File: src/rtl/cpu_defs.sv
// Shared CPU definitions: opcode values, instruction field layout and the
// sequencer state encoding. Imported by the sequencer and by the ALU.
package cpu_defs;

    typedef logic [3:0] opcode_t;

    localparam opcode_t OpNop   = 4'h0;
    localparam opcode_t OpAluLo = 4'h1;
    localparam opcode_t OpAluHi = 4'h7;
    localparam opcode_t OpLoad  = 4'h8;
    localparam opcode_t OpStore = 4'h9;
    localparam opcode_t OpHalt  = 4'hF;

    // Instruction word: [15:12] opcode, [11:8] rd, [7:4] rs1, [3:0] rs2
    typedef struct packed {
        opcode_t    opcode;
        logic [3:0] rd;
        logic [3:0] rs1;
        logic [3:0] rs2;
    } instr_t;

    typedef enum logic [2:0] {
        StIdle = 3'd0,
        StRead = 3'd1,
        StExec = 3'd2,
        StMem  = 3'd3,
        StWb   = 3'd4,
        StHalt = 3'd5
    } state_e;

    function automatic logic is_alu(input opcode_t op);
        return (op >= OpAluLo) && (op <= OpAluHi);
    endfunction

    function automatic logic is_mem(input opcode_t op);
        return (op == OpLoad) || (op == OpStore);
    endfunction

endpackage

File: src/rtl/instr_sequencer_if.sv
// Bus between the instruction sequencer and its environment (fetch, register
// file, ALU, data memory).
//   instr_valid/instr/instr_ready : instruction handshake
//   reg1_*/reg2_*                 : register-file read ports (enable + index)
//   reg3_write/reg3_addr          : register-file write-back strobe + index
//   alu_op/alu_start/alu_done     : ALU control and completion
//   mem_read/mem_write/mem_done   : data-memory requests and completion
//   halted/fault                  : status
// master = sequencer side, slave = environment side.
interface instr_sequencer_if;
    logic        instr_valid;
    logic [15:0] instr;
    logic        instr_ready;
    logic        reg1_read;
    logic        reg2_read;
    logic        reg3_write;
    logic [3:0]  reg1_addr;
    logic [3:0]  reg2_addr;
    logic [3:0]  reg3_addr;
    logic [3:0]  alu_op;
    logic        alu_start;
    logic        alu_done;
    logic        mem_read;
    logic        mem_write;
    logic        mem_done;
    logic        halted;
    logic        fault;

    modport master (
        input  instr_valid, instr, alu_done, mem_done,
        output instr_ready, reg1_read, reg2_read, reg3_write, reg1_addr, reg2_addr,
               reg3_addr, alu_op, alu_start, mem_read, mem_write, halted, fault
    );

    modport slave (
        output instr_valid, instr, alu_done, mem_done,
        input  instr_ready, reg1_read, reg2_read, reg3_write, reg1_addr, reg2_addr,
               reg3_addr, alu_op, alu_start, mem_read, mem_write, halted, fault
    );
endinterface

File: src/rtl/wait_timer.sv
// Wait-cycle counter for the sequencer's EXEC/MEM states.
//   clk, rst : clock, synchronous active-high reset
//   clear    : hold the count at zero
//   enable   : count one waiting cycle
//   limit    : number of waiting cycles allowed
//   expired  : current enabled cycle is the limit-th one
module wait_timer #(
    parameter int unsigned W = 8
) (
    input  logic         clk,
    input  logic         rst,
    input  logic         clear,
    input  logic         enable,
    input  logic [W-1:0] limit,
    output logic         expired
);
    logic [W-1:0] count_q, count_d;

    always_comb begin
        count_d = count_q;
        if (clear) begin
            count_d = '0;
        end else if (enable && (count_q != limit)) begin
            count_d = count_q + W'(1);
        end
    end

    always_ff @(posedge clk) begin
        if (rst) begin
            count_q <= '0;
        end else begin
            count_q <= count_d;
        end
    end

    // Flags the cycle whose increment reaches limit; the caller lets a done
    // arriving in that same cycle win over the timeout.
    assign expired = enable && ((count_q + W'(1)) == limit);
endmodule

File: src/rtl/instr_sequencer.sv
// Instruction sequencer: accepts one 16-bit instruction at a time and steps it
// through register read, ALU execute or memory access, and write-back.
//   clk, rst : clock, synchronous active-high reset
//   bus      : instr_sequencer_if.master (handshake, register file, ALU, memory,
//              halted/fault status)
// All outputs decode registered state (state_q, ir_q, fault_q) only.
module instr_sequencer
    import cpu_defs::*;
#(
    parameter int unsigned WAIT_LIMIT = 255
) (
    input logic               clk,
    input logic               rst,
    instr_sequencer_if.master bus
);
    localparam int unsigned TimerW = $clog2(WAIT_LIMIT + 1);

    state_e  state_q, state_d;
    instr_t  ir_q, ir_d;
    instr_t  in_w;
    opcode_t ir_op;
    logic    fault_q, fault_d;
    logic    ready, accept, waiting, expired;

    assign in_w    = instr_t'(bus.instr);
    assign ir_op   = ir_q.opcode;
    assign ready   = (state_q == StIdle) && !fault_q;
    assign accept  = bus.instr_valid && ready;
    assign waiting = (state_q == StExec) || (state_q == StMem);

    wait_timer #(
        .W(TimerW)
    ) u_wait_timer (
        .clk    (clk),
        .rst    (rst),
        .clear  (!waiting),
        .enable (waiting),
        .limit  (TimerW'(WAIT_LIMIT)),
        .expired(expired)
    );

    always_comb begin
        state_d = state_q;
        ir_d    = ir_q;
        fault_d = fault_q;
        unique case (state_q)
            StIdle: begin
                if (accept) begin
                    ir_d = in_w;
                    if (is_alu(in_w.opcode) || is_mem(in_w.opcode)) begin
                        state_d = StRead;
                    end else if (in_w.opcode == OpHalt) begin
                        state_d = StHalt;
                    end else if (in_w.opcode != OpNop) begin
                        fault_d = 1'b1;
                    end
                end
            end
            StRead: state_d = is_alu(ir_op) ? StExec : StMem;
            StExec: begin
                if (bus.alu_done) begin
                    state_d = StWb;
                end else if (expired) begin
                    state_d = StIdle;
                    fault_d = 1'b1;
                end
            end
            StMem: begin
                if (bus.mem_done) begin
                    state_d = (ir_op == OpLoad) ? StWb : StIdle;
                end else if (expired) begin
                    state_d = StIdle;
                    fault_d = 1'b1;
                end
            end
            StWb:    state_d = StIdle;
            StHalt:  state_d = StHalt;
            default: state_d = StIdle;
        endcase
    end

    always_ff @(posedge clk) begin
        if (rst) begin
            state_q <= StIdle;
            ir_q    <= '0;
            fault_q <= 1'b0;
        end else begin
            state_q <= state_d;
            ir_q    <= ir_d;
            fault_q <= fault_d;
        end
    end

    always_comb begin
        bus.instr_ready = ready;
        bus.fault       = fault_q;
        bus.halted      = 1'b0;
        bus.reg1_read   = 1'b0;
        bus.reg2_read   = 1'b0;
        bus.reg3_write  = 1'b0;
        bus.reg1_addr   = 4'h0;
        bus.reg2_addr   = 4'h0;
        bus.reg3_addr   = 4'h0;
        bus.alu_op      = 4'h0;
        bus.alu_start   = 1'b0;
        bus.mem_read    = 1'b0;
        bus.mem_write   = 1'b0;
        unique case (state_q)
            StRead, StExec, StMem: begin
                if (is_alu(ir_op)) begin
                    bus.reg1_read = 1'b1;
                    bus.reg1_addr = ir_q.rs1;
                    bus.reg2_read = 1'b1;
                    bus.reg2_addr = ir_q.rs2;
                    bus.alu_op    = ir_op;
                    bus.alu_start = (state_q == StRead);
                end else begin
                    // Port 2 carries the memory address (rs1); STORE reads its data from rd.
                    bus.reg2_read = 1'b1;
                    bus.reg2_addr = ir_q.rs1;
                    if (ir_op == OpStore) begin
                        bus.reg1_read = 1'b1;
                        bus.reg1_addr = ir_q.rd;
                    end
                    bus.mem_read  = (state_q == StMem) && (ir_op == OpLoad);
                    bus.mem_write = (state_q == StMem) && (ir_op == OpStore);
                end
            end
            StWb: begin
                bus.reg3_write = 1'b1;
                bus.reg3_addr  = ir_q.rd;
                if (is_alu(ir_op)) begin
                    bus.alu_op = ir_op;
                end
            end
            StHalt:  bus.halted = 1'b1;
            default: ;
        endcase
    end
endmodule

File: src/flat_wrapper.sv
// flat-port wrapper written by rule: the top's interface ports become plain ports
module instr_sequencer_flat import cpu_defs::*;
#(
    parameter int unsigned WAIT_LIMIT = 255
)
  (clk, rst, bus_instr_valid, bus_instr, bus_alu_done, bus_mem_done, bus_instr_ready, bus_reg1_read, bus_reg2_read, bus_reg3_write, bus_reg1_addr, bus_reg2_addr, bus_reg3_addr, bus_alu_op, bus_alu_start, bus_mem_read, bus_mem_write, bus_halted, bus_fault);
  instr_sequencer_if bus_i ();
  input logic clk;
  input logic rst;
  input wire logic [$bits(bus_i.instr_valid)-1:0] bus_instr_valid;
  input wire logic [$bits(bus_i.instr)-1:0] bus_instr;
  input wire logic [$bits(bus_i.alu_done)-1:0] bus_alu_done;
  input wire logic [$bits(bus_i.mem_done)-1:0] bus_mem_done;
  output wire logic [$bits(bus_i.instr_ready)-1:0] bus_instr_ready;
  output wire logic [$bits(bus_i.reg1_read)-1:0] bus_reg1_read;
  output wire logic [$bits(bus_i.reg2_read)-1:0] bus_reg2_read;
  output wire logic [$bits(bus_i.reg3_write)-1:0] bus_reg3_write;
  output wire logic [$bits(bus_i.reg1_addr)-1:0] bus_reg1_addr;
  output wire logic [$bits(bus_i.reg2_addr)-1:0] bus_reg2_addr;
  output wire logic [$bits(bus_i.reg3_addr)-1:0] bus_reg3_addr;
  output wire logic [$bits(bus_i.alu_op)-1:0] bus_alu_op;
  output wire logic [$bits(bus_i.alu_start)-1:0] bus_alu_start;
  output wire logic [$bits(bus_i.mem_read)-1:0] bus_mem_read;
  output wire logic [$bits(bus_i.mem_write)-1:0] bus_mem_write;
  output wire logic [$bits(bus_i.halted)-1:0] bus_halted;
  output wire logic [$bits(bus_i.fault)-1:0] bus_fault;
  assign bus_i.instr_valid = bus_instr_valid;
  assign bus_i.instr = bus_instr;
  assign bus_i.alu_done = bus_alu_done;
  assign bus_i.mem_done = bus_mem_done;
  assign bus_instr_ready = bus_i.instr_ready;
  assign bus_reg1_read = bus_i.reg1_read;
  assign bus_reg2_read = bus_i.reg2_read;
  assign bus_reg3_write = bus_i.reg3_write;
  assign bus_reg1_addr = bus_i.reg1_addr;
  assign bus_reg2_addr = bus_i.reg2_addr;
  assign bus_reg3_addr = bus_i.reg3_addr;
  assign bus_alu_op = bus_i.alu_op;
  assign bus_alu_start = bus_i.alu_start;
  assign bus_mem_read = bus_i.mem_read;
  assign bus_mem_write = bus_i.mem_write;
  assign bus_halted = bus_i.halted;
  assign bus_fault = bus_i.fault;
  instr_sequencer #(.WAIT_LIMIT(WAIT_LIMIT)) u_core (.clk(clk), .rst(rst), .bus(bus_i));
endmodule
File: config.mk
export PLATFORM = sky130hd
export DESIGN_NAME = instr_sequencer_flat
export DESIGN_NICKNAME = d
export VERILOG_FILES = /design/src/rtl/cpu_defs.sv /design/src/rtl/instr_sequencer_if.sv /design/src/rtl/wait_timer.sv /design/src/rtl/instr_sequencer.sv /design/src/flat_wrapper.sv
export SDC_FILE = /design/constraint.sdc
export NUM_CORES = 1
export LEC_CHECK = 0
export ABC_AREA = 0
export BUFFER_PORTS_ARGS = -buffer_cell sky130_fd_sc_hd__buf_2
export CORE_ASPECT_RATIO = 1.1
export CORE_MARGIN = 1.5
export CORE_UTILIZATION = 50
export DETAILED_ROUTE_END_ITERATION = 10
export PLACE_DENSITY_LB_ADDON = 0.08
export SLEW_MARGIN = 20
export SYNTH_ARGS = -nofsm -noshare
export SYNTH_HDL_FRONTEND = slang
export SYNTH_SLANG_ARGS = --single-unit
File: constraint.sdc
create_clock -name clk -period 2.01 [get_ports clk]
set_clock_uncertainty 0.2 [all_clocks]
set_input_delay 0.402 -clock clk [delete_from_list [all_inputs] [get_ports clk]]
set_output_delay 0.402 -clock clk [all_outputs]
set_load 0.02 [all_outputs]
After elaboration in Yosys (flattened, before gate mapping)
Cells that the tools add are included.
- add/sub/neg operators: 1
- order comparisons: 4
- eq/ne operators: 19
- mux-type cells: 37
- bitwise logic cells: 1
- reduce and logical (&&, ||, !) cells: 21
- operators with widths (kind ; number):
    $mux W4 ; 8
    $mux W3 ; 7
    $eq A4 B4 Y1 const B ; 5
    $mux W1 ; 20
    $pmux W3 S5 ; 1
    $ne A2 B2 Y1 const B ; 5
    $add A8 B1 Y8 const B ; 1
    $eq A8 B8 Y1 const B ; 1
    $ge A4 B1 Y1 const B ; 2
    $le A4 B3 Y1 const B ; 2
    $logic_and A1 B1 Y1 ; 8
    $ne A8 B8 Y1 const B ; 1
    $reduce_and A7 Y1 ; 1
    $eq A3 B2 Y1 const B ; 2
    $eq A3 B3 Y1 const B ; 2
    $reduce_and A2 Y1 ; 2
    $reduce_bool A4 Y1 ; 1
    $reduce_or A4 Y1 ; 1
    $eq A3 B1 Y1 const B ; 1
    $logic_not A3 Y1 ; 1
    $logic_or A1 B1 Y1 ; 3
    $ne A3 B3 Y1 const B ; 1
    $pmux W1 S3 ; 1
    $reduce_bool A3 Y1 ; 1
    5 further kinds ; 5
- bits in registers: 28
- input port bits: 21
- output and inout port bits: 25

Longest topological paths before layout
- depth after elaboration: 6
- depth in mapped cells: 7

By module
From an unflattened synthesis, not the netlist that was laid out.
- cells, all modules: 253
- area, all modules: 1898.1 µm²
- modules (own cells, without submodules) (module ; instances ; cells each ; area an instance (µm²) ; seq. area each (µm²)):
    instr_sequencer ; 1 ; 171 ; 1216.2 ; 400.4
    wait_timer ; 1 ; 82 ; 681.9 ; 160.2

Least setup slack after synthesis
Ideal clock, no wire load.
- kind: flip-flop to output port
- start point: register u_core.state_q[1]
- end point: output port bus_alu_start
- data arrival time: 1.304 ns
- required time: 1.408 ns
- path slack: 0.104 ns
- stages on the path, launching flop included: 4
- cells stage by stage: dfxtp_1 -> clkbuf_1 -> nand2b_1 -> nor4_1
- cells in the longest elaborated chain, start to end: 3
- RTL lines (element ; RTL line ; source):
    start, declared ; instr_sequencer.sv:18 ; state_e state_q, state_d;
    start signal, assigned ; instr_sequencer.sv:84 ; state_q <= StIdle;
    start signal, assigned ; instr_sequencer.sv:88 ; state_q <= state_d;
    $eq A3 B2 Y1 or $eq A3 B1 Y1 (tied branches) ; instr_sequencer.sv:108, instr_sequencer.sv:116 ;
    $reduce_or A3 Y1 or $mux W1 (tied branches) ; instr_sequencer.sv:108, instr_sequencer.sv:110 ;
    $mux W1 * ; instr_sequencer.sv:108 ; unique case (state_q)
    end, declared ; flat_wrapper.sv:22 ; output wire logic [$bits(bus_i.alu_start)-1:0] bus_alu_start;
Mark *: on every way between the ends. The rest lies on a longest branch, timed or not.

Worst setup path in the final report
- start point: register u_core.ir_q (netlist bit u_core.ir_op[1])
- end point: output port bus_reg2_addr[3]
- cells in the longest elaborated chain, start to end: 4
- RTL lines (element ; RTL line ; source):
    start, declared ; instr_sequencer.sv:19 ; instr_t ir_q, ir_d;
    start signal, assigned ; instr_sequencer.sv:89 ; ir_q <= ir_d;
    $ge A4 B1 Y1 or $le A4 B3 Y1 (tied branches) ; cpu_defs.sv:32 ; return (op >= OpAluLo) && (op <= OpAluHi);
    $logic_and A1 B1 Y1 * ; cpu_defs.sv:32 ;
    $mux W4 * ; instr_sequencer.sv:110 ; if (is_alu(ir_op)) begin
    $mux W4 * ; instr_sequencer.sv:108 ;
    end, declared ; flat_wrapper.sv:19 ; output wire logic [$bits(bus_i.reg2_addr)-1:0] bus_reg2_addr;
Marks and branches as above.

==> summary.txt <==
Floorplan
  • Die Footprint: 3380 um^2
  • Die extent in y: 60.8 um
  • Count of pins on the block boundary: 46
  • Cell row count: 20
  • Placeable core area: 2830 um^2
  • Die boundary width: 55.5 um
  • Effective utilization at floorplan: 53.7%

Detailed routing
  • Total Routed Length: approximately 4200 um
  • Vias after detailed routing: 1,664
  • DRC violations left: 0
  • Detailed-router iteration count before antenna repair: 4
  • Number of violations reported at the end of detailed-routing iteration 0: 57
  • Wire length per cell: 14.2 um
  • Post-DRT Antenna Nets: 0
  • Detailed-route vias per instance: approximately 5.7

Synthesis
  • Post-synthesis cell type count: 40
  • Syn. warnings: 0
  • Post-synth top flop: sky130_fd_sc_hd__dfxtp_1
  • Mean cell area of the mapped netlist: slightly above 7 um^2
  • Yosys reg bits: 28
  • Number of enable-type register cells in the synthesized netlist: 0
  • Async SR Flop Fraction: 0%
  • Synth Instances: 209
  • Post-synth net total: 232
  • Sequential element share of the synthesized area: about 37%
  • Netlist area before placement: 1520 um^2

Critical path
  • Kind of start point of the critical path: register
  • Capturing element type of the critical path: output pin
  • Critical R2R Launch: u_core.state_q[2]$_SDFFE_PP0P_
  • Required time of the critical path: 1.41 ns
  • Ordered cell list for the critical path: nor3_4, buf_4, nor2_2, nand2_1, a21oi_1, buf_4
  • Worst-path fanout max: 4
  • CP Data Arrival Time: between 1.5 and 2 ns
  • Slowest library cell on the worst path: sky130_fd_sc_hd__dfxtp_4
  • Delay of the slowest critical-path stage: 0.40 ns
  • Launching instance or port of the critical path: u_core.ir_op[1]$_SDFFE_PP0P_
  • Reg2Reg Depth: 6
  • Worst path most repeated cell: sky130_fd_sc_hd__buf_4
  • Crit Path Category: register to output pin

Finish
  • Final nets: about 290
  • Share of layout cells above drive strength 1: 37.7%
  • Area occupied by multi-input gates: a little over 1000 um^2
  • Filler instances: 221
  • Highest-count cells in the layout ignoring fill and taps: sky130_fd_sc_hd__nand2_1 (44), sky130_fd_sc_hd__a21oi_1 (28), sky130_fd_sc_hd__buf_2 (25), sky130_fd_sc_hd__buf_4 (22), sky130_fd_sc_hd__dfxtp_1 (21)
  • Register cell area after layout: just under 600 um^2
  • Layout overhead on the synthesized area: 41.6%
  • Most frequent standard cell in the layout excluding fill and tap cells: sky130_fd_sc_hd__nand2_1
  • ANT cells: 0

Clock network
  • Num Clock Sinks: 28
  • Clock tree from TritonCTS: done
  • Maximum level of the CTS H-tree: 1
  • Buffer levels on the longest clock path: 2
  • Skew-Pair Late Insertion Delay: 0.32 ns
  • Clock slew at the register clock pins of the worst setup and hold paths: 0.15 ns
  • CTS Root Cell: sky130_fd_sc_hd__clkbuf_4
  • Num CTS Buffers: 3

Power
  • Power per standard cell area: roughly 1200 nW/um^2
  • Leakage power figure: between 0.8 and 0.9 nW
  • Peak ir drop on the vdd network: 1060 uV
  • Total design power: 2.63 mW

Placed design
  • Final HPWL from detailed placement: 2830 um
  • Port buffer count: 44
  • Weighted congestion reported at the end of routability-driven placement: approximately 0.87
  • Dpl ws: roughly 0.18 ns

STA
  • TNS Setup: -0.729 ns
  • Share of the clock period used by the worst path after layout: 107%
  • Unrepaired setup endpoints after global routing: yes
  • Number of max-slew violations in the final report: 0
  • Highest clock frequency the design can meet: about 470 MHz
  • Crit path time final: 2.15 ns
  • Final Hold Viols: 0
  • Setup slack after layout: -0.140 ns
  • Setup violations, final: 14

GRT
  • Via count of the first global-routing pass: 1,383
  • Wire length of the first global-routing pass: 6180 um
  • Overflow left after global routing: 0
  • Antenna violations before repair: 0
  • Maximum number of pins on one net before global-route repair: 21
  • Total routing resource utilization after global routing: 23.1%

Min path
  • Critical hold path startpoint: bus_instr[1]
  • Cell count of the worst hold path: 3
  • Path category of the worst min-delay check: input port to register

Status
  • Violations in the final reports: setup timing
  • Run status: finished, violations left

Job
  • Maximum capacitance violations: 0
final timing paths:
path,endpoint,slack [ns]
min,u_core.ir_q[1]$_SDFFE_PP0P_,0.1
max reg2reg,u_core.ir_q[8]$_SDFFE_PP0P_,0.21
min reg2reg,u_core.ir_q[3]$_SDFFE_PP0P_,0.28
max,bus_reg2_addr[3],-0.14
power breakdown:
group,switching [mW],internal (mW)
clock network,0.161,0.0702
registers,0.152,0.694
logic,0.855,0.702
total,1.17,1.47
per-stage QoR:
step	util [%]	instance area [um^2]	hold slack [ns]	cells
after floorplan	-	1520	0.237	209
after global placement	64.1	1810	0.258	285
after detailed placement	64.1	1810	0.261	285
after CTS	69.9	1980	0.0888	290
after global routing	76.0	2150	0.0826	293
final	76.0	2150	0.0955	293
cells by family (layout without fill, tap and decap cells):
| family | after synthesis | after routing | synth area share, % |
|---|---|---|---|
| buf+inv | 21 | 71 | 5.94 |
| fa+ha+maj | 2 | 2 | 1.65 |
| simple gates | 97 | 98 | 30.5 |
| flops | 28 | 28 | 36.9 |
| xor+xnor | 5 | 5 | 2.89 |
| compound gates | 55 | 55 | 21.8 |
| other cells | 1 | 1 | 0.247 |
synth_stat cells, types with 2 or more instances:
cell type                  count  area [um^2]
sky130_fd_sc_hd__and4_1        2         17.5
sky130_fd_sc_hd__nand3_1       3         15.0
sky130_fd_sc_hd__nand2b_1      2         12.5
sky130_fd_sc_hd__a211oi_1      3         22.5
sky130_fd_sc_hd__a21oi_1      29          145
sky130_fd_sc_hd__and2_1        3         18.8
sky130_fd_sc_hd__and3_1       10         62.6
sky130_fd_sc_hd__inv_1         7         26.3
sky130_fd_sc_hd__nor4_1        2         12.5
sky130_fd_sc_hd__nand2_1      45          169
sky130_fd_sc_hd__buf_4         2         15.0
sky130_fd_sc_hd__nand3b_1      2         15.0
sky130_fd_sc_hd__buf_2         3         15.0
sky130_fd_sc_hd__nor3b_1       2         15.0
sky130_fd_sc_hd__o21ai_0       7         35.0
sky130_fd_sc_hd__clkbuf_1      9         33.8
sky130_fd_sc_hd__nor2b_1       3         18.8
sky130_fd_sc_hd__nor3_1        2         10.0
sky130_fd_sc_hd__xor2_1        4         35.0
sky130_fd_sc_hd__a21o_1        2         15.0
sky130_fd_sc_hd__a22oi_1       4         30.0
sky130_fd_sc_hd__ha_1          2         25.0
sky130_fd_sc_hd__dfxtp_1      28          561
sky130_fd_sc_hd__nor2_1       16         60.1
sky130_fd_sc_hd__a31oi_1       2         12.5
registers in the layout, indices dropped and copies added (netlist names):
name	flops
u_core.u_wait_timer.count_q	8
u_core.bus.fault	1
u_core.ir_q	12
u_core.ir_op	4
u_core.state_q	3
metal layers:
metal / up-vias / GRT usage [%] / part of all wire, %
li1: 832 / - / -
met2: 53 / 40.3 / 48
met5: - / 0 / 0
met3: 8 / 2.99 / 4.7
met4: 0 / 8.01 / 1.7
met1: 771 / 30.0 / 45
worst max-delay path, delay by kind of cell, from the launching register on:
kind	cells	cell delay (ns)
buf+inv	2	0.30
flops	1	0.40
simple gates	3	0.33
compound gates	1	0.19
repair_timing:
| item | in CTS | in global routing |
|---|---|---|
| endpoints found under the setup margin | 16 | 21 |
| cloned | 0 | 1 |
| pin swaps | 11 | 9 |
| setup buffers | 3 | 2 |
| gates resized for setup | 38 | 41 |
| hold buffers | 0 | 0 |
area by class of cell:
| type | count | share of cell area (%) |
|---|---|---|
| repair buffers | 61 | 21.2 |
| well taps | 33 | 1.92 |
| inverters | 7 | 1.22 |
| multi-input cells | 161 | 47.5 |
| flip-flops and latches | 28 | 27.1 |
| clock buffers | 3 | 1.05 |
Power figures use the tool's default switching activity.
